===== config.mk =====
export PLATFORM = sky130hd
export DESIGN_NAME = bus_master
export DESIGN_NICKNAME = d
export VERILOG_FILES = /design/src/rtl/bus_master.sv
export SDC_FILE = /design/constraint.sdc
export NUM_CORES = 1
export LEC_CHECK = 0
export CAP_MARGIN = 20
export CORE_MARGIN = 2
export CORE_UTILIZATION = 39
export CTS_CLUSTER_SIZE = 24
export DETAILED_ROUTE_END_ITERATION = 8
export HOLD_SLACK_MARGIN = 0.03
export PLACE_DENSITY = 0.8
export SLEW_MARGIN = 20
export SYNTH_ARGS = -nofsm -noshare
export SYNTH_HDL_FRONTEND = slang
export SYNTH_SLANG_ARGS = --single-unit

===== constraint.sdc =====
create_clock -name clk_i -period 2.3 [get_ports clk_i]
set_clock_uncertainty 0.15 [all_clocks]
set_input_delay 0.575 -clock clk_i [delete_from_list [all_inputs] [get_ports clk_i]]
set_output_delay 0.575 -clock clk_i [all_outputs]
set_load 0.02 [all_outputs]

===== src/rtl/bus_master.sv =====
// Single-outstanding Wishbone master: one client request in, one bus cycle out, one done pulse back.
// A request is taken only in IDLE; each transfer ends with a one-cycle strobe-low RELEASE before IDLE.
module bus_master #(
  parameter int ADR_WIDTH = 16,
  parameter int DAT_WIDTH = 64,
  parameter int TIMEOUT   = 255
) (
  input  logic                 clk_i,
  input  logic                 rst_i,
  input  logic                 req_i,
  input  logic                 req_we_i,
  input  logic [ADR_WIDTH-1:0] req_adr_i,
  input  logic [DAT_WIDTH-1:0] req_dat_i,
  output logic                 busy_o,
  output logic                 done_o,
  output logic                 done_err_o,
  output logic                 done_timeout_o,
  output logic [DAT_WIDTH-1:0] rd_dat_o,
  output logic [ADR_WIDTH-1:0] mst_adr_o,
  output logic [DAT_WIDTH-1:0] mst_dat_o,
  input  logic [DAT_WIDTH-1:0] mst_dat_i,
  output logic                 mst_we_o,
  output logic                 mst_stb_o,
  output logic                 mst_cyc_o,
  input  logic                 mst_ack_i,
  input  logic                 mst_err_i
);

  localparam int CNT_W = (TIMEOUT > 1) ? $clog2(TIMEOUT + 1) : 1;
  localparam logic [CNT_W-1:0] CNT_MAX = CNT_W'(TIMEOUT);

  typedef enum logic [1:0] {
    STATE_IDLE,
    STATE_ACCESS,
    STATE_RELEASE
  } state_t;

  state_t               state_q, state_d;
  logic [ADR_WIDTH-1:0] adr_q, adr_d;
  logic [DAT_WIDTH-1:0] dat_q, dat_d;
  logic [DAT_WIDTH-1:0] rd_dat_q, rd_dat_d;
  logic                 we_q, we_d;
  logic                 act_q, act_d;
  logic                 busy_q, busy_d;
  logic                 done_q, done_d;
  logic                 done_err_q, done_err_d;
  logic                 done_to_q, done_to_d;
  logic [CNT_W-1:0]     cnt_q, cnt_d;
  logic [CNT_W-1:0]     cnt_inc;

  // The counter value after this cycle; reaching TIMEOUT means TIMEOUT cycles of strobe have elapsed.
  assign cnt_inc = (cnt_q == CNT_MAX) ? cnt_q : cnt_q + CNT_W'(1);

  always_comb begin
    state_d    = state_q;
    adr_d      = adr_q;
    dat_d      = dat_q;
    we_d       = we_q;
    act_d      = act_q;
    busy_d     = busy_q;
    rd_dat_d   = rd_dat_q;
    cnt_d      = cnt_q;
    done_d     = 1'b0;
    done_err_d = 1'b0;
    done_to_d  = 1'b0;
    case (state_q)
      STATE_IDLE: begin
        if (req_i) begin
          adr_d   = req_adr_i;
          dat_d   = req_dat_i;
          we_d    = req_we_i;
          act_d   = 1'b1;
          busy_d  = 1'b1;
          cnt_d   = '0;
          state_d = STATE_ACCESS;
        end
      end
      STATE_ACCESS: begin
        cnt_d = cnt_inc;
        // err outranks ack, and either outranks a timeout landing on the same edge
        if (mst_err_i) begin
          act_d      = 1'b0;
          done_d     = 1'b1;
          done_err_d = 1'b1;
          state_d    = STATE_RELEASE;
        end else if (mst_ack_i) begin
          act_d   = 1'b0;
          done_d  = 1'b1;
          state_d = STATE_RELEASE;
          if (!we_q) begin
            rd_dat_d = mst_dat_i;
          end
        end else if (cnt_inc == CNT_MAX) begin
          act_d      = 1'b0;
          done_d     = 1'b1;
          done_err_d = 1'b1;
          done_to_d  = 1'b1;
          state_d    = STATE_RELEASE;
        end
      end
      STATE_RELEASE: begin
        busy_d  = 1'b0;
        state_d = STATE_IDLE;
      end
      default: begin
        act_d   = 1'b0;
        busy_d  = 1'b0;
        state_d = STATE_IDLE;
      end
    endcase
  end

  always_ff @(posedge clk_i) begin
    if (rst_i) begin
      state_q    <= STATE_IDLE;
      adr_q      <= '0;
      dat_q      <= '0;
      we_q       <= 1'b0;
      act_q      <= 1'b0;
      busy_q     <= 1'b0;
      rd_dat_q   <= '0;
      cnt_q      <= '0;
      done_q     <= 1'b0;
      done_err_q <= 1'b0;
      done_to_q  <= 1'b0;
    end else begin
      state_q    <= state_d;
      adr_q      <= adr_d;
      dat_q      <= dat_d;
      we_q       <= we_d;
      act_q      <= act_d;
      busy_q     <= busy_d;
      rd_dat_q   <= rd_dat_d;
      cnt_q      <= cnt_d;
      done_q     <= done_d;
      done_err_q <= done_err_d;
      done_to_q  <= done_to_d;
    end
  end

  assign busy_o         = busy_q;
  assign done_o         = done_q;
  assign done_err_o     = done_err_q;
  assign done_timeout_o = done_to_q;
  assign rd_dat_o       = rd_dat_q;
  assign mst_adr_o      = adr_q;
  assign mst_dat_o      = dat_q;
  assign mst_we_o       = we_q;
  assign mst_stb_o      = act_q;
  assign mst_cyc_o      = act_q;

endmodule


==> flow_metrics.tcl, run 1 <==
set metrics [dict create \
    start_kind "flop" \
    grt_pass1_vias 5519 \
    fin_crit_ps 2229 \
    netlist_instances 717 \
    endpoint_kind "output port" \
    finalHoldViolCount 0 \
    wl_met3_mm 1.178 \
    grt_max_degree 65 \
    synth_common_cells "nand2_1 (299), dfxtp_1 (160), a21oi_1 (154)" \
    synth_top_flop_cell "dfxtp_1" \
    fin_nets 1157 \
    cp_slowest_stage_delay_ps 650 \
    cp.required_ps 1570 \
    m1WireLength_mm 6.829 \
    path_buf_inv 1 \
    fillers 1190 \
    n_antenna_cell 0 \
    clkSinkCount 160 \
    hpwl_mm 11.97 \
    clk_path_buf_depth 2 \
    status "complete, no violations" \
    fp-row-count 44 \
    vias 5742 \
    grt_antenna_before_repair 0 \
    arrival_ps 1500 \
    cp_top_family "buffers and inverters" \
    synth_area_leaders "dfxtp_1 (57%), nand2_1 (20%), a21oi_1 (14%), clkbuf_1 (2.6%), nor2_1 (0.66%)" \
    synthesis.area_mm2 0.005667 \
    p_leak_nw 3.381 \
    die_h_um 124.5 \
    crit_type "reg2out" \
    wl_per_cell_um 13.97 \
    root_buffer "clkbuf_16" \
    synth-edff-count 0 \
    drive_above_1_share 0.05692 \
    die_area_mm2 0.01551 \
    synth_top_area_cell "dfxtp_1" \
    fin_crit_sh 0.9692 \
    synth_top_area_frac 0.5652 \
    yosys_warnings 0 \
    highest_layer "met4" \
    io_pins 301 \
    whs_path_depth 2 \
    worstHoldPathType "reg2reg" \
    start_util 0.3944 \
    grt_pass1_wl_mm 26.83 \
    place_inst 1171 \
    ys_ff_latch 160 \
    worst_slew_pin_slew_ps 531.7 \
    yosys.cell_types.count 35 \
    grt_use_total 0.2098 \
    clkTransAtPathRegs_ps 60 \
    coreArea_mm2 0.01437 \
    layout.cells.non_filler 1203 \
    finalSetupViolations 0 \
    pwr_density_cell_mw_per_mm2 682.8 \
    path_depth 1 \
    synthToLayoutAreaGrowth_pct 68.07 \
    viasPerCell 4.773 \
    yosysMostFrequentCell "nand2_1" \
    dr.first_iter.drc_count 324 \
    maxCapViolations 0 \
    fin_area_mm2 0.009524 \
    gp_congestion 0.7907 \
    avgSynthCellArea_um2 7.903 \
    htreeDepth 4 \
    wl_mm 16.80 \
    place_area_mm2 0.009002 \
    fmax_ghz 0.4486 \
    rsz0062_at_grt "no" \
    yosysSeqAreaShare 0.5652 \
    total_power_mw 6.503 \
    max_slew_margin 0.6425 \
    numPortBuffers 300 \
    cts_buffers 17 \
    vdd_drop_max_mv 0.4570 \
    dr.pass1.iters 4 \
    final_max_slew_viol_count 0 \
    postCtsHoldBufs 0 \
    crit_fanout 4 \
    fin_setup_tns_ps 0 \
    hold-worst-slack_ps 300.8 \
    async_reset_ff_frac 0 \
    wl_met2_mm 8.466 \
    cts_tree "done" \
    synth_fp_nets 868 \
    drc 0 \
    crit_chain "clkdlybuf4s50_1" \
    clk-insertion-delay-late_ps 410 \
    cp_slowest_cell "clkdlybuf4s50_1" \
    final_antenna_net_count 0 \
    grt_overflow 0 \
    r2r_cells 6 \
    die_w_um 124.5 \
]
report_power, final:
| group | internal [mW] | switching (mW) | total [mW] |
|---|---|---|---|
| sequential | 2.90 | 0.0638 | 2.96 |
| clock | 1.40 | 1.08 | 2.48 |
| combinational | 0.568 | 0.490 | 1.06 |
| total | 4.87 | 1.63 | 6.50 |
what timing repair did:
| action | in CTS | in global routing |
|---|---|---|
| endpoints found under the setup margin | 0 | 2 |
| hold endpoints to repair | 0 | 0 |
| resized for setup | 0 | 1 |
| buffers inserted | 0 | 0 |
sequential cells by signal (all words and copies together) (netlist names):
name            flops
mst_we_o            1
busy_o              1
cnt_q               8
mst_dat_o          64
rd_dat_o           64
mst_cyc_o           1
done_o              1
mst_adr_o          16
state_q             2
done_timeout_o      1
done_err_o          1
final cells by class:
cell class / instances / area, µm² / area share
well taps: 184 / 230.2 / 0.02417
clock buffers: 23 / 457.9 / 0.04808
repair buffers: 319 / 3293 / 0.3458
inverters: 2 / 7.507 / 0.0007882
clock inverters: 9 / 61.31 / 0.006437
multi-input cells: 506 / 2271 / 0.2384
flip-flops and latches: 160 / 3203 / 0.3363
metrics by stage:
| step | util | setup WS (ps) |
|---|---|---|
| 5_1_grt | 0.6628 | 27.70 |
| 2_1_floorplan | - | 396.0 |
| 6_report | 0.6628 | 70.93 |
| 3_5_place_dp | 0.6265 | 107.6 |
| 4_1_cts | 0.6627 | 36.48 |
| 3_3_place_gp | 0.6265 | 153.3 |
cell usage in the layout (no fill, tap or decap), types with 4 or more instances in the layout:
cell and n:
nand3_1 5, nand2_1 298, buf_12 12, clkinvlp_4 5, clkbuf_16 17, clkdlybuf4s50_1 299, a21oi_1 154, nor2_1 10
buf_4 8, dfxtp_1 160, nor3_1 4, clkbuf_1 5
layer usage:
layer  vias to the layer above  GRT usage
met5                         -          0
met4                         0    0.07204
met3                        24    0.06615
met2                       195     0.3709
met1                      2608     0.2385
li1                       2915          -
final timing paths:
kind	from	end	slack, ps
worst max-delay path	mst_cyc_o	mst_stb_o	70
worst min-delay path	mst_dat_o[8]	mst_dat_o[8]	300
worst max register to register	cnt_q[0]	state_q[0]	290
worst min register to register	mst_dat_o[8]	mst_dat_o[8]	300
worst reg2reg max path, delay by kind of cell (launching register included):
family                     cells  cell delay (ps)
DFF                            1              400
and+or+nand+nor                3              790
AOI/OAI and AO/OA              2              290
adders and majority gates      1              270
cell families after synthesis:
group	after synthesis	share of synthesized area
XOR/XNOR	2	0.003092
adder cells (fa/ha/maj)	1	0.002208
AND/OR/NAND/NOR	333	0.2345
buffers and inverters	51	0.03599
flip-flops	160	0.5652
multiplexers	3	0.005520
AO/OA/AOI/OAI	167	0.1535
No activity file was read; power rests on OpenSTA's default activity.
==> run 2, diff against run 1 <==
--- a/config.mk
+++ b/config.mk
@@ -10,7 +10,7 @@
 export CORE_UTILIZATION = 39
 export CTS_CLUSTER_SIZE = 24
 export DETAILED_ROUTE_END_ITERATION = 8
-export HOLD_SLACK_MARGIN = 0.03
+export HOLD_SLACK_MARGIN = 0.05
 export PLACE_DENSITY = 0.8
 export SLEW_MARGIN = 20
 export SYNTH_ARGS = -nofsm -noshare
==> results of run 2 <==
No change in the layout: final DEF, timing and power equal those of run 1.
==> run 3, diff against run 2 <==
--- a/config.mk
+++ b/config.mk
@@ -6,12 +6,14 @@
 export NUM_CORES = 1
 export LEC_CHECK = 0
 export CAP_MARGIN = 20
+export CELL_PAD_IN_SITES_DETAIL_PLACEMENT = 1
+export CELL_PAD_IN_SITES_GLOBAL_PLACEMENT = 1
 export CORE_MARGIN = 2
-export CORE_UTILIZATION = 39
+export CORE_UTILIZATION = 27
 export CTS_CLUSTER_SIZE = 24
 export DETAILED_ROUTE_END_ITERATION = 8
 export HOLD_SLACK_MARGIN = 0.05
-export PLACE_DENSITY = 0.8
+export PLACE_DENSITY_LB_ADDON = 0.1
 export SLEW_MARGIN = 20
 export SYNTH_ARGS = -nofsm -noshare
 export SYNTH_HDL_FRONTEND = slang
==> flow_metrics.tcl, run 3 (same netlist as run 1, synthesis figures left out) <==
set metrics [dict create \
    grt_use_total 0.1765 \
    die_area_mm2 0.02216 \
    fin_crit_ps 2185 \
    worst_slew_pin_slew_ps 401.2 \
    root_buffer "clkbuf_16" \
    drc 0 \
    drive_above_1_share 0.06078 \
    wl_mm 19.99 \
    coreArea_mm2 0.02043 \
    numPortBuffers 300 \
    final_max_slew_viol_count 0 \
    fin_setup_tns_ps 0 \
    max_slew_margin 0.7291 \
    dr.pass1.iters 4 \
    die_h_um 148.9 \
    n_antenna_cell 0 \
    crit_fanout 4 \
    htreeDepth 4 \
    clk_path_buf_depth 2 \
    cts_tree "done" \
    rsz0062_at_grt "no" \
    clk-insertion-delay-late_ps 410 \
    status "complete, no violations" \
    crit_type "reg2out" \
    start_util 0.2774 \
    crit_chain "clkdlybuf4s50_1" \
    finalHoldViolCount 0 \
    grt_overflow 0 \
    hpwl_mm 14.22 \
    synthToLayoutAreaGrowth_pct 71.21 \
    final_antenna_net_count 0 \
    vdd_drop_max_mv 0.5036 \
    path_buf_inv 1 \
    cts_buffers 17 \
    most-common-layout-cells "clkdlybuf4s50_1 (299), nand2_1 (298), dfxtp_1 (160)" \
    die_w_um 148.9 \
    use_met2 0.2977 \
    wl_per_cell_um 15.49 \
    cp.required_ps 1570 \
    worstHoldPathType "reg2reg" \
    grt_antenna_before_repair 0 \
    finalSetupViolations 0 \
    layout_commonest_cell "clkdlybuf4s50_1" \
    fin_crit_sh 0.9501 \
    grt_pass1_vias 5704 \
    fillers 2419 \
    cts.repair.resized 0 \
    start_kind "flop" \
    endpoint_kind "output port" \
    grt_use_met1 0.2158 \
    viasPerCell 4.489 \
    clkSinkCount 160 \
    p_leak_nw 3.417 \
    dr.first_iter.drc_count 151 \
    postCtsSetupRepairBufs 0 \
    pwr_density_cell_mw_per_mm2 697.2 \
    grt_max_degree 79 \
    fmax_ghz 0.4576 \
    arrival_ps 1460 \
    grt_use_met3 0.05841 \
    grt_busiest_layer "met2" \
    io_pins 301 \
    fp-row-count 52 \
    clkTransAtPathRegs_ps 60 \
    place_ws_ps 81.26 \
    cp_slowest_cell "clkdlybuf4s50_1" \
    postCtsHoldBufs 0 \
    maxCapViolations 0 \
    cp_top_family "buffers and inverters" \
    fin_nets 1159 \
    setup_ws_ps 114.7 \
    grt_pass1_wl_mm 30.79 \
    gp_congestion 0.7461 \
    vias 5791 \
    cp_slowest_stage_delay_ps 650 \
]
[run 3: worst paths after layout]
kind                                    from           end  slack (ps)  cells after the start
worst max register to register      cnt_q[0]    state_q[0]         200                      6
worst min-delay path            rd_dat_o[40]  rd_dat_o[40]         300                      2
worst max-delay path               mst_cyc_o     mst_cyc_o         110                      1
worst min register to register  rd_dat_o[40]  rd_dat_o[40]         300                      2
[run 3: layout make-up]
cell class | count | area, µm² | share of cell area
multi-input combinational | 506 | 2268 | 0.2338
timing repair buffer | 321 | 3321 | 0.3423
tap | 270 | 337.8 | 0.03482
clock inverter | 11 | 107.6 | 0.01109
sequential | 160 | 3203 | 0.3302
inverter | 2 | 7.507 | 0.0007738
clock buffer | 20 | 456.7 | 0.04707
[run 3: metrics by stage]
step	cell area, µm²	cells	power, mW	hold WS, ps	util
after global placement	9138	1259	4.102	291.5	0.4473
after global routing	9702	1290	7.088	321.2	0.4749
after CTS	9702	1290	6.880	305.0	0.4749
final	9702	1290	6.764	302.3	0.4749
after floorplan	5667	717	3.441	322.2	-
after detailed placement	9138	1259	4.110	296.2	0.4473
[run 3: layer usage]
metal  routed length, µm  up-vias
met3                1398       16
met5                   0        -
li1                    -     2910
met1                8788     2688
met4                 221        0
met2                9580      177
[run 3: where the power goes]
group	switching (mW)	internal, mW
registers	0.0632	2.90
logic	0.506	0.568
clock network	1.18	1.55
